File: config.mk
export PLATFORM = sky130hd
export DESIGN_NAME = cpu_mem_arbiter
export DESIGN_NICKNAME = d
export VERILOG_FILES = /design/src/rtl/cpu_mem_arbiter.sv
export SDC_FILE = /design/constraint.sdc
export NUM_CORES = 1
export LEC_CHECK = 0
export BUFFER_PORTS_ARGS = -buffer_cell sky130_fd_sc_hd__buf_2
export CORE_MARGIN = 1.5
export CORE_UTILIZATION = 41
export CTS_BUF_LIST = sky130_fd_sc_hd__clkbuf_16
export DETAILED_ROUTE_END_ITERATION = 8
export PLACE_DENSITY = 0.73
export SETUP_SLACK_MARGIN = 0.3
export SYNTH_ARGS = -nofsm -noshare
export SYNTH_HDL_FRONTEND = slang
export SYNTH_SLANG_ARGS = --single-unit
File: constraint.sdc
create_clock -name clk -period 3 [get_ports clk]
set_input_delay 0.45 -clock clk [delete_from_list [all_inputs] [get_ports clk]]
set_output_delay 0.45 -clock clk [all_outputs]
set_load 0.01 [all_outputs]
File: src/rtl/cpu_mem_arbiter.sv
// rtl/cpu_mem_arbiter.sv - merges CPU instruction-read, data-read and data-write requests onto one word SRAM
// Optional misaligned-access error output: CPU_MEM_ARB_MISALIGN_ERR_EN
module cpu_mem_arbiter #(
  parameter int MEM_AW = 14,
  parameter int RD_LAT = 1
) (
  input  logic              clk,
  input  logic              rst,
  input  logic              i_read_req,
  input  logic              i_read_w,
  input  logic              i_read_hw,
  input  logic [31:0]       i_read_adr,
  input  logic              d_read_req,
  input  logic              d_read_w,
  input  logic              d_read_hw,
  input  logic [31:0]       d_read_adr,
  input  logic              d_write_req,
  input  logic              d_write_w,
  input  logic              d_write_hw,
  input  logic [31:0]       d_write_adr,
  input  logic [31:0]       d_write_data,
  output logic              read_valid,
  output logic [31:0]       read_data,
  output logic              write_finish,
  output logic              mem_en,
  output logic              mem_we,
  output logic [3:0]        mem_be,
  output logic [MEM_AW-1:0] mem_adr,
  output logic [31:0]       mem_wdata,
  input  logic [31:0]       mem_rdata
`ifdef CPU_MEM_ARB_MISALIGN_ERR_EN
  ,
  output logic              bus_err
`endif
);

  typedef enum logic [2:0] {IDLE, RD_WAIT, WR, DONE, GAP} state_t;

  localparam logic [2:0] RD_LAST = 3'(RD_LAT);

  state_t              state, state_n;
  logic [2:0]          cnt, cnt_n;
  logic                sz_w, sz_w_n, sz_hw, sz_hw_n, err, err_n;
  logic [1:0]          lane, lane_n;
  logic                read_valid_n, write_finish_n, mem_en_n, mem_we_n;
  logic                err_pulse, err_pulse_n;
  logic [3:0]          mem_be_n;
  logic [MEM_AW-1:0]   mem_adr_n;
  logic [31:0]         mem_wdata_n, read_data_n;

  logic                any_req, sel_wr, sel_w, sel_hw, misalign;
  logic [31:0]         sel_adr;
  logic [4:0]          rd_shift;
  logic [31:0]         rd_shifted, rd_aligned;
  logic                unused_bits;

  // Fixed priority: write beats data read beats instruction read.
  always_comb begin
    sel_wr  = 1'b0;
    sel_w   = i_read_w;
    sel_hw  = i_read_hw;
    sel_adr = i_read_adr;
    if (d_write_req) begin
      sel_wr  = 1'b1;
      sel_w   = d_write_w;
      sel_hw  = d_write_hw;
      sel_adr = d_write_adr;
    end else if (d_read_req) begin
      sel_w   = d_read_w;
      sel_hw  = d_read_hw;
      sel_adr = d_read_adr;
    end
  end

  assign any_req = i_read_req | d_read_req | d_write_req;

`ifdef CPU_MEM_ARB_MISALIGN_ERR_EN
  assign misalign = sel_w ? (sel_adr[1:0] != 2'b00) : (sel_hw & sel_adr[0]);
  assign bus_err  = err_pulse;
`else
  assign misalign = 1'b0;
`endif

  assign unused_bits = ^{sel_adr[31:MEM_AW+2], err_pulse};

  always_comb begin
    rd_shift   = sz_w ? 5'd0 : (sz_hw ? {lane[1], 4'b0000} : {lane, 3'b000});
    rd_shifted = mem_rdata >> rd_shift;
    if (sz_w)       rd_aligned = rd_shifted;
    else if (sz_hw) rd_aligned = {16'h0000, rd_shifted[15:0]};
    else            rd_aligned = {24'h000000, rd_shifted[7:0]};
  end

  always_comb begin
    state_n        = state;
    cnt_n          = cnt;
    sz_w_n         = sz_w;
    sz_hw_n        = sz_hw;
    lane_n         = lane;
    err_n          = err;
    read_valid_n   = 1'b0;
    write_finish_n = 1'b0;
    err_pulse_n    = 1'b0;
    mem_en_n       = 1'b0;
    mem_we_n       = 1'b0;
    mem_be_n       = mem_be;
    mem_adr_n      = mem_adr;
    mem_wdata_n    = mem_wdata;
    read_data_n    = read_data;
    case (state)
      IDLE: begin
        if (any_req) begin
          sz_w_n    = sel_w;
          sz_hw_n   = sel_hw & ~sel_w;
          lane_n    = sel_adr[1:0];
          err_n     = misalign;
          cnt_n     = 3'd0;
          mem_en_n  = ~misalign;
          mem_we_n  = sel_wr & ~misalign;
          mem_adr_n = sel_adr[MEM_AW+1:2];
          if (sel_w)       mem_be_n = 4'b1111;
          else if (sel_hw) mem_be_n = sel_adr[1] ? 4'b1100 : 4'b0011;
          else             mem_be_n = 4'b0001 << sel_adr[1:0];
          if (sel_w)       mem_wdata_n = d_write_data;
          else if (sel_hw) mem_wdata_n = {2{d_write_data[15:0]}};
          else             mem_wdata_n = {4{d_write_data[7:0]}};
          state_n = sel_wr ? WR : RD_WAIT;
        end
      end
      RD_WAIT: begin
        // cnt==RD_LAT is the cycle the SRAM presents the data
        cnt_n = cnt + 3'd1;
        if (cnt == RD_LAST) begin
          read_valid_n = 1'b1;
          err_pulse_n  = err;
          read_data_n  = err ? 32'h0 : rd_aligned;
          state_n      = DONE;
        end
      end
      WR: begin
        cnt_n = cnt + 3'd1;
        if (cnt == 3'd1) begin
          write_finish_n = 1'b1;
          err_pulse_n    = err;
          state_n        = DONE;
        end
      end
      DONE:    state_n = GAP;
      GAP:     state_n = IDLE;
      default: state_n = IDLE;
    endcase
  end

  always_ff @(posedge clk or posedge rst) begin
    if (rst) begin
      state        <= IDLE;
      cnt          <= 3'd0;
      sz_w         <= 1'b0;
      sz_hw        <= 1'b0;
      lane         <= 2'b00;
      err          <= 1'b0;
      read_valid   <= 1'b0;
      write_finish <= 1'b0;
      err_pulse    <= 1'b0;
      mem_en       <= 1'b0;
      mem_we       <= 1'b0;
      mem_be       <= 4'b0000;
      mem_adr      <= '0;
      mem_wdata    <= 32'h0;
      read_data    <= 32'h0;
    end else begin
      state        <= state_n;
      cnt          <= cnt_n;
      sz_w         <= sz_w_n;
      sz_hw        <= sz_hw_n;
      lane         <= lane_n;
      err          <= err_n;
      read_valid   <= read_valid_n;
      write_finish <= write_finish_n;
      err_pulse    <= err_pulse_n;
      mem_en       <= mem_en_n;
      mem_we       <= mem_we_n;
      mem_be       <= mem_be_n;
      mem_adr      <= mem_adr_n;
      mem_wdata    <= mem_wdata_n;
      read_data    <= read_data_n;
    end
  end

endmodule
==> results.toml <==
[run_status]
status = "finished clean"

[clocking]
cts_setup_buffers = 0
clockBufferDepth = 2
cts-root-buf = "clkbuf_16"
ctsHoldBuffers = 0
htree_levels = 3
clock_latency_ns = 0.35
numCtsBuffers = 9
clk_pin_slew_ns = 0.07
cts_resized = 0
cts_tree = "yes"
clock-sinks = 96

[cells_and_area]
nFillCells = 1041
final_util_pct = 54.0
multi_input_area_um2 = 2110
fin_area_um2 = 6140
drive_gt1_share_pct = 40.0
num_antenna_cells = 0
nNetsFinal = 827
syn_to_final_growth_pct = 29.1
final_cells = 801
seq_area_um2 = 2400

[die]
rows = 39
die_x_um = 111
initial_utilization_pct = 41.8
die_h_um = 111
core-area_um2 = 11400
die_area_um2 = 12300
pin_count = 257

[synth]
syn_area_um2 = 4760
synth_cell_type_count = 44
synth_area_leaders = "dfrtp_1 (50%), nand2_1 (7.5%), mux2i_1 (6.9%), mux4_2 (3.8%), o21ai_0 (3.3%)"
syn_inst = 458
synth_edf_count = 0
syn_nets = 631
syn_area_per_cell_um2 = 10.4
synthFlopType = "dfrtp_1"
ys_warn_count = 0
seq_area_frac_synth_pct = 50.5
synth_top_area_share_pct = 50.5
synth_top_cell_by_area = "dfrtp_1"
synth_seq_cells = 96
synthArstFlopShare_pct = 100

[routing]
dr.pass1.iters = 4
drc_errors = 0
via_count = 4147
ant_nets = 0
viasPerCell = 5.18
drt-total-wl_um = 13000
drt_iter0_drc = 331
routedWlPerCell_um = 16.2

[timing]
finalHoldViolCount = 0
setup_viol = 0
maxSlewHeadroom_pct = 37.1
final_max_slew_viol_count = 0
period_minus_slack_ns = 2.26
rsz0062_at_grt = "false"
fin_skew_ns = 0.00689
tns_ns = 0
fin_crit_sh_pct = 75.4
worstMarginPinSlew_ns = 0.942
fmax_mhz = 442

[grt]
gr-total-overflow = 0
grt_max_degree = 69
track_usage_pct = 22.2
antenna_found_initial = 0
grt_pass1_wl_um = 21600
grt_pass1_vias = 4221

[critical_path]
path_class = "flip-flop to flip-flop"
cpPeakStageDelay_ns = 0.81
crit_path_start_kind = "flip-flop"
r2r_start = "sz_w"
cp.arrival_ns = 2.49
cp_max_fo = 20
end_kind = "flip-flop"
crit_chain = "nand2b_4, mux4_2, mux2_1"
cp_slowest_cell = "dfrtp_1"
crit_required_ns = 3.22
worstSetupStartpoint = "sz_w"

[power_and_ir_drop]
internal_power_w = 0.00364
p_seq_share_pct = 38.4
vdd_ir_drop_max_mv = 0.437
p_leak_nw = 3.22
switchingPower_w = 0.00228
p_comb_share_pct = 42.6
switching_share_pct = 38.5
clkPwrFrac_pct = 19.0
p_per_area_nw_per_um2 = 963

[min_path]
hold_class = "input port to async pin"

[placement]
gp_congestion = 0.851
hpwl_um = 9810
placed_area_um2 = 5850
place_inst = 786
port_buffers = 208

[flow_run]
maxCapViolCount = 0
-- through the flow --
step	total power [W]	setup WS (ns)	hold slack, ns
floorplan	0.00391	1.21	0.451
global placement	0.00474	0.763	0.446
detailed placement	0.00484	0.725	0.457
CTS	0.00599	0.714	0.313
global route	0.00637	0.611	0.336
finish	0.00591	0.737	0.302
-- routing by layer --
| layer | share of wire (%) | GRT usage [%] | wire length, µm | vias up |
|---|---|---|---|---|
| met2 | 49 | 37.0 | 6420 | 201 |
| met5 | 0 | 0 | 0 | - |
| met4 | 1.4 | 8.03 | 186 | 0 |
| met3 | 7.7 | 5.58 | 1010 | 12 |
| met1 | 41 | 28.1 | 5390 | 1941 |
| li1 | - | - | - | 1993 |
-- sequential cells by signal, indices dropped and copies added, names as in the netlist --
name,flops
mem_adr,14
mem_wdata,32
cnt,3
mem_be,4
state,3
sz_w,1
write_finish,1
mem_we,1
lane,2
read_valid,1
mem_en,1
read_data,32
sz_hw,1
-- path summary, 6_finish.rpt --
check                      slack, ns       endpoint  cells past startpoint
max                             0.74   read_data[1]                      3
min                             0.30  read_data[29]                      2
max reg2reg                     0.74   read_data[1]                      3
min reg2reg                     0.47  read_data[31]                      2
max in group asynchronous       1.98  mem_wdata[17]                      3
min in group clk                0.33   mem_wdata[5]                      3
-- cell families (layout without fill, tap and decap cells) --
family	after synthesis	count (layout)	share of synthesized area [%]
simple gates	148	148	13.2
mux	52	52	13.9
compound gates	116	116	16.3
xor+xnor	1	1	0.184
fa+ha+maj	2	2	0.526
buf+inv	43	243	5.42
flops	96	96	50.5
-- cell usage after synthesis, types with 2 or more instances --
cell type and number:
o21a_1 11, buf_8 2, o211ai_1 9, ha_1 2, mux2_2 7, nand2b_1 3, o21ai_1 9, a21oi_1 23
nand2_1 95, buf_6 6, inv_1 10, dfrtp_1 96, o21ai_0 31, nor2_1 21, mux2i_1 33, buf_4 2
buf_2 13, a31oi_1 3, a22o_1 14, nor3_1 4, mux4_2 8, o211ai_2 6, o31ai_1 2, o22a_1 2
clkbuf_1 8, nand3_1 19, mux2i_4 2
-- layout make-up --
class / count / share of cell area [%]
sequential: 96 / 39.1
multi-input combinational: 319 / 34.3
timing repair buffer: 216 / 18.1
clock buffer: 9 / 3.67
tap: 143 / 2.91
clock inverter: 6 / 0.998
inverter: 12 / 0.876
-- worst max-delay path, delay by kind of cell (launching register included) --
| kind | cells | cell delay (ns) |
|---|---|---|
| multiplexers | 2 | 0.86 |
| flip-flops | 1 | 0.81 |
| AND/OR/NAND/NOR | 1 | 0.46 |
-- layout by cell type, fill, tap and decap left out, types with 4 or more instances in the layout --
cell / instances
nand2_1: 95
nor2_1: 21
buf_2: 208
clkbuf_16: 9
o21ai_0: 31
buf_4: 7
dfrtp_1: 96
a21oi_1: 23
clkinvlp_4: 4
nand3_1: 19
o211ai_2: 6
mux4_2: 8
inv_1: 9
o21ai_1: 9
o21a_1: 11
mux2i_1: 33
mux2_2: 7
nor3_1: 4
o211ai_1: 9
a22o_1: 14
-- power groups by stage --
stage                     Sequential, W  Combinational (W)  Clock, W
after floorplan                 0.00249            0.00142         0
after global placement          0.00226            0.00248         0
after detailed placement        0.00228            0.00256         0
after CTS                       0.00227            0.00255   0.00116
after global routing            0.00235            0.00282   0.00120
final                           0.00227            0.00252   0.00112
(Power assumes the default switching activity.)
